`config.mk`:
```
export PLATFORM = sky130hd
export DESIGN_NAME = word_serializer
export DESIGN_NICKNAME = d
export VERILOG_FILES = /design/src/rtl/word_serializer_pkg.sv /design/src/rtl/word_serializer.sv
export SDC_FILE = /design/constraint.sdc
export NUM_CORES = 1
export LEC_CHECK = 0
export ABC_AREA = 1
export CORE_MARGIN = 2
export CORE_UTILIZATION = 46
export CTS_BUF_LIST = sky130_fd_sc_hd__clkbuf_8
export CTS_CLUSTER_DIAMETER = 150
export CTS_CLUSTER_SIZE = 20
export DETAILED_ROUTE_END_ITERATION = 10
export HOLD_SLACK_MARGIN = 0.1
export MAX_ROUTING_LAYER = met4
export PLACE_DENSITY = 0.76
export SKIP_CTS_REPAIR_TIMING = 1
export SLEW_MARGIN = 20
export SYNTH_ARGS = -nofsm -noshare
export SYNTH_HDL_FRONTEND = slang
export SYNTH_SLANG_ARGS = --single-unit
export TNS_END_PERCENT = 20
```
`constraint.sdc`:
```
create_clock -name clk -period 1.1 [get_ports clk]
set_input_delay 0.11 -clock clk [delete_from_list [all_inputs] [get_ports clk]]
set_output_delay 0.11 -clock clk [all_outputs]
set_load 0.005 [all_outputs]
```
`src/rtl/word_serializer_pkg.sv`:
```
// Shared types and defaults for the word serializer.
package word_serializer_pkg;

  typedef enum logic {
    SER_IDLE  = 1'b0,
    SER_SHIFT = 1'b1
  } ser_state_e;

  localparam int   DEF_WIDTH    = 8;
  localparam logic DEF_IDLE_BIT = 1'b0;

  // Counter must reach WIDTH to hold the parity slot index.
  function automatic int cnt_width(input int width);
    return $clog2(width + 1);
  endfunction

endpackage

```
`src/rtl/word_serializer.sv`:
```
// Parallel-to-serial stage: one bit per clock, idle bit when no word is in flight.
// Optional trailing even-parity bit per frame when WORD_SERIALIZER_PARITY_EN is defined.
module word_serializer
  import word_serializer_pkg::*;
#(
  parameter int   WIDTH     = DEF_WIDTH,
  parameter bit   MSB_FIRST = 1'b0,
  parameter logic IDLE_BIT  = DEF_IDLE_BIT
) (
  input  logic             clk,
  input  logic             rst,
  input  logic             in_valid,
  input  logic [WIDTH-1:0] in_data,
  output logic             in_ready,
  output logic             bit_out,
  output logic             bit_valid,
  output logic             frame_start,
  output logic             busy
);

  localparam int CW = cnt_width(WIDTH);
`ifdef WORD_SERIALIZER_PARITY_EN
  localparam int FL = WIDTH + 1;
`else
  localparam int FL = WIDTH;
`endif
  localparam logic [CW-1:0] LAST_CNT = CW'(FL - 1);
  localparam logic [CW-1:0] DATA_END = CW'(WIDTH - 1);

  ser_state_e       r_state, w_state_nxt;
  logic [WIDTH-1:0] r_shift;
  logic [CW-1:0]    r_cnt;
  logic             r_bit, r_bvalid, r_fstart;
`ifdef WORD_SERIALIZER_PARITY_EN
  logic             r_par;
`endif

  logic w_accept, w_last, w_first, w_next;

  assign w_last   = (r_cnt == LAST_CNT);
  assign w_accept = in_valid & in_ready;
  assign w_first  = MSB_FIRST ? in_data[WIDTH-1] : in_data[0];
  // Head of the register after the pending shift.
  assign w_next   = MSB_FIRST ? r_shift[WIDTH-2] : r_shift[1];

  always_ff @(posedge clk or negedge rst) begin
    if (!rst) r_state <= SER_IDLE;
    else      r_state <= w_state_nxt;
  end

  always_comb begin
    w_state_nxt = r_state;
    case (r_state)
      SER_IDLE:  if (w_accept)            w_state_nxt = SER_SHIFT;
      SER_SHIFT: if (w_last && !w_accept) w_state_nxt = SER_IDLE;
      default:                            w_state_nxt = SER_IDLE;
    endcase
  end

  always_comb begin
    in_ready = rst & ((r_state == SER_IDLE) | ((r_state == SER_SHIFT) & w_last));
    busy     = (r_state != SER_IDLE);
  end

  always_ff @(posedge clk or negedge rst) begin
    if (!rst) begin
      r_shift  <= '0;
      r_cnt    <= '0;
      r_bit    <= IDLE_BIT;
      r_bvalid <= 1'b0;
      r_fstart <= 1'b0;
`ifdef WORD_SERIALIZER_PARITY_EN
      r_par    <= 1'b0;
`endif
    end else if (w_accept) begin
      r_shift  <= in_data;
      r_cnt    <= '0;
      r_bit    <= w_first;
      r_bvalid <= 1'b1;
      r_fstart <= 1'b1;
`ifdef WORD_SERIALIZER_PARITY_EN
      r_par    <= ^in_data;
`endif
    end else if (r_state == SER_SHIFT) begin
      if (!w_last) begin
        r_shift  <= MSB_FIRST ? (r_shift << 1) : (r_shift >> 1);
        r_cnt    <= r_cnt + CW'(1);
        r_fstart <= 1'b0;
`ifdef WORD_SERIALIZER_PARITY_EN
        r_bit    <= (r_cnt == DATA_END) ? r_par : w_next;
`else
        r_bit    <= w_next;
`endif
      end else begin
        r_bit    <= IDLE_BIT;
        r_bvalid <= 1'b0;
        r_fstart <= 1'b0;
      end
    end
  end

  assign bit_out     = r_bit;
  assign bit_valid   = r_bvalid;
  assign frame_start = r_fstart;

endmodule

```
Yosys cells after proc, flatten, opt, wreduce, memory -nomap -nowiden
Cells that the tools add are included.
{"block": "word_totals", "reg_bits": 16, "input_bits": 11, "out_inout_bits": 5, "elab_cells": 37}
{"block": "op_classes", "addsub": 1, "n_eq_ne": 2, "mux": 17, "bitwise": 5, "n_reduce_logical": 6}
{"op": "2-to-1 mux 8 bit", "count": 3}
{"op": "2-to-1 mux 4 bit", "count": 3}
{"op": "2-to-1 mux 1 bit", "count": 10}
{"op": "adder 4 x 1 -> 4 bit (second input constant)", "count": 1}
{"op": "== test 4 x 3 -> 1 bit (second input constant)", "count": 1}
{"op": "AND reduction 2 bit", "count": 2}
{"op": "nonzero test 2 bit", "count": 2}
{"op": "AND 1 bit", "count": 3}
{"op": "!= test 2 bit (second input constant)", "count": 1}
{"op": "case mux 1 bit (2 select lines)", "count": 1}
{"op": "logical AND 1 bit", "count": 1}
{"op": "logical NOT 1 bit", "count": 1}
{"op": "inverter 1 bit", "count": 1}
{"op": "bitwise OR 1 bit", "count": 1}

Longest topological paths before layout
{"block": "logic_depth", "word_depth": 9, "mapped_depth": 7, "depth_no_buf": 6}

Worst setup path after synthesis
Ideal clock, no wire load.
{"block": "synth_timing", "kind": "register -> register", "start": "register r_cnt[0]", "end": "register r_cnt[0]", "setup_time_ps": 65, "t_arrival_ps": 1158, "setup_slack_ps": -123, "stages_incl_launch_ff": 7, "path_buffers": 1, "path_cell_list": "dfrtp_1 > ha_1 > nand3_2 > nand2_2 > buf_6 > or2_1 > nand2_1"}
{"block": "synth_between", "elab_chain_cells": 7, "elab_cells_between_ends": 12, "cone_classes": "1 x add/sub; 2 x eq/ne; 3 x mux; 4 x bitwise; 2 x reduce/logical"}
{"element": "start, declared", "line": "word_serializer.sv:32", "rtl": "logic [CW-1:0] r_cnt;"}
{"element": "start signal, assigned", "line": "word_serializer.sv:87", "rtl": "r_cnt <= r_cnt + CW'(1);"}
{"element": "== test 4 x 3 -> 1 bit", "line": "word_serializer.sv:40", "rtl": "assign w_last = (r_cnt == LAST_CNT);"}
{"element": "AND 1 bit", "line": "word_serializer.sv:61", "rtl": "in_ready = rst & ((r_state == SER_IDLE) | ((r_state == SER_SHIFT) & w_last));"}
{"element": "bitwise OR 1 bit", "line": "word_serializer.sv:61"}
{"element": "AND 1 bit", "line": "word_serializer.sv:61"}
{"element": "AND 1 bit", "line": "word_serializer.sv:41", "rtl": "assign w_accept = in_valid & in_ready;"}
{"element": "!= test 2 bit (no line) or nonzero test 2 bit (tied branches)"}
{"element": "AND reduction 2 bit (no line)"}
Parallel ways exist; a longest one is shown, timed or not. The select of a mux whose other input is x is not followed.
A chain may end at the register's enable or synchronous reset.

Final worst setup path
{"block": "layout_timing", "start": "register r_cnt[0]", "end": "output port in_ready"}
{"block": "layout_between", "elab_chain_cells": 4}
{"element": "== test 4 x 3 -> 1 bit", "line": "word_serializer.sv:40"}
{"element": "AND 1 bit", "line": "word_serializer.sv:61"}
{"element": "bitwise OR 1 bit", "line": "word_serializer.sv:61"}
{"element": "AND 1 bit", "line": "word_serializer.sv:61"}
{"element": "end, declared", "line": "word_serializer.sv:14", "rtl": "output logic in_ready,"}
Every way passes these cells.

==> impl_metrics.yaml <==
global_routing:
  grt_pass1_wl_um: 2835
  grt_start_max_net_pins: 21
  overflow: 0
  grt_use_total_pct: 20.85
  grt_pass1_vias: 692
  antenna_found_initial: 0
power_and_ir_drop:
  power_per_cell_area_nw_per_um2: 2455
  ir_worst_vdd_mv: 1.479
  leakagePower_nw: 0.5556
layout:
  layout_common_cells: "nand2_1, dfrtp_1, buf_4"
  n_antenna_cell: 0
  nets: 126
  synthToLayoutAreaGrowth_pct: 46.94
  fill_cells: 103
  final_common_cell: "nand2_1"
  final_cell_area_um2: 1081
  fin_cells: 129
  drive_gt1_share_pct: 23.01
route:
  wl_per_cell_um: 13.64
  wl_met3_um: 78
  met1Wirelength_um: 777
  wl_met2_um: 870
  route.top_layer_used: "met4"
  ant_nets: 0
  avgViaCountPerCell: 5.589
  routed_wl_um: 1759
  first_pass_iters: 4
  via_count: 721
  first_iter_violations: 15
  drc: 0
clock_tree:
  clock_latency_ns: 0.25
  clockBufferDepth: 2
  cts.reportedPaths.clkPinSlew_ns: 0.06
  cts_made_buffers: 3
  cts.sinks: 15
  cts_root_buf: "clkbuf_8"
  tritoncts: "yes"
  htree_levels: 1
timing:
  final_max_slew_viol_count: 0
  period_minus_slack_ns: 1.323
  rsz0062_at_grt: "yes"
  post-route-period-util_pct: 120.2
  setup_viol: 16
  hold_viol: 0
  timing.final.ws_setup_ns: -0.2226
  clock.fmax_mhz: 756.1
  relSlewSlack_pct: 84.71
  worst_pin_slew_ns: 0.2291
  whs_ns: 0.2077
  finClkSkew_ns: 0.005120
floorplan:
  ios: 16
  die_y_um: 43.99
  std_cell_rows: 14
  initial_core_util_pct: 48.84
  die_area_um2: 1935
  core-area_um2: 1506
  die_x_um: 43.99
yosys:
  syn_area_um2: 735.7
  syn_nets: 95
  synth-seq-cells: 15
  avgSynthCellArea_um2: 8.864
  synth.distinct_cells: 18
  synth_cells: 83
  yosys_warnings: 0
  synth_seq_area_share_pct: 51.02
place:
  port_buffers: 15
  dpl-instance-area_um2: 984.7
  gp_congestion: 0.8145
  place_inst: 124
  place_hpwl_um: 1220
setup_path:
  critPathKind: "register to output pin"
  crit_required_ns: 0.99
  crit_arrival_ns: 1.21
  crit_chain: "ha_4 -> nand3_4 -> nand2_4 -> inv_2 -> nor2_1 -> buf_2"
  start_kind: "register"
  crit_path_max_fanout: 3
  crit_slowest_cell: "dfrtp_1"
  worstSetupEndpointType: "output pin"
  max_stage_delay_ns: 0.39
min_path:
  hold_path_class: "primary input to asynchronous set/reset pin"
status:
  violations: "setup timing"
  status: "finished with violations"
flow_run:
  maxCapViolCount: 0
==> sequential cells by signal, indices dropped and copies added, names as in the netlist <==
register / cells
bit_out: 1
bit_valid: 1
busy: 1
frame_start: 1
r_cnt: 4
r_shift: 7
==> stage by stage <==
step                      utilization, %  setup slack (ns)  power [W]  TNS (ns)
after floorplan                        -          -0.05616   0.001573   -0.4665
after global placement             65.37           -0.3015   0.002029    -3.083
after detailed placement           65.37           -0.3573   0.002081    -3.743
after CTS                          68.44           -0.6192   0.002535    -4.320
after global routing               71.76           -0.2947   0.002842    -2.870
final                              71.76           -0.2226   0.002654    -1.766
==> power breakdown <==
| part | total (W) | internal, W | leakage, nW | switching (W) |
|---|---|---|---|---|
| clock network | 0.000447 | 0.000251 | 0.0255 | 0.000196 |
| registers | 0.000944 | 0.000783 | 0.189 | 0.000161 |
| logic | 0.00126 | 0.000637 | 0.341 | 0.000627 |
| total | 0.00265 | 0.00167 | 0.556 | 0.000984 |
==> worst paths after layout <==
| check | slack, ns | cells after the start | from | endpoint |
|---|---|---|---|---|
| max | -0.22 | 6 | r_cnt[0] | in_ready |
| min | 0.21 | 2 | rst | r_shift[1] |
| max reg2reg | -0.17 | 7 | r_cnt[0] | r_cnt[0] |
| min reg2reg | 0.48 | 2 | frame_start | frame_start |
| max in group asynchronous | 0.51 | 3 | rst | r_shift[7] |
| min in group clk | 0.44 | 3 | in_data[7] | r_shift[7] |
==> area by class of cell <==
type | instances | area [µm²] | area share [%]
repair buffers | 30 | 275.3 | 25.46
clock buffers | 3 | 41.29 | 3.819
flip-flops and latches | 15 | 375.4 | 34.72
well taps | 16 | 20.02 | 1.852
clock inverters | 1 | 5.005 | 0.4630
inverters | 6 | 22.52 | 2.083
multi-input cells | 58 | 341.6 | 31.60
==> worst max-delay path: cells and delay by family, from the launching register on <==
kind / cells / cell delay [ns]
flip-flops: 1 / 0.39
AND/OR/NAND/NOR: 3 / 0.23
adder cells (fa/ha/maj): 1 / 0.17
buffers and inverters: 2 / 0.17
==> cell usage after synthesis (all sizes together) <==
cell type,n,area [µm²]
a21oi,1,5.000
buf,3,23.77
clkbuf,1,5.000
dfrtp,15,375.4
ha,1,12.51
inv,6,22.52
nand2,20,77.58
nand3,13,75.07
nand4,9,56.30
nor2,5,18.77
o211ai,7,52.55
o21ai,1,5.000
or2,1,6.260
==> cell families (layout without fill, tap and decap cells) <==
kind of cell	count (synthesis)	in the layout	share of synthesized area, %
adder cells (fa/ha/maj)	1	1	1.700
flip-flops	15	15	51.02
AO/OA/AOI/OAI	9	9	8.502
AND/OR/NAND/NOR	48	48	31.80
buffers and inverters	10	40	6.972
==> per-layer routing <==
layer | GRT usage, % | vias to the layer above
li1 | - | 350
met1 | 24.08 | 342
met2 | 33.53 | 25
met3 | 4.583 | 4
met4 | 10.91 | 0
met5 | - | -
(Power assumes the default switching activity.)
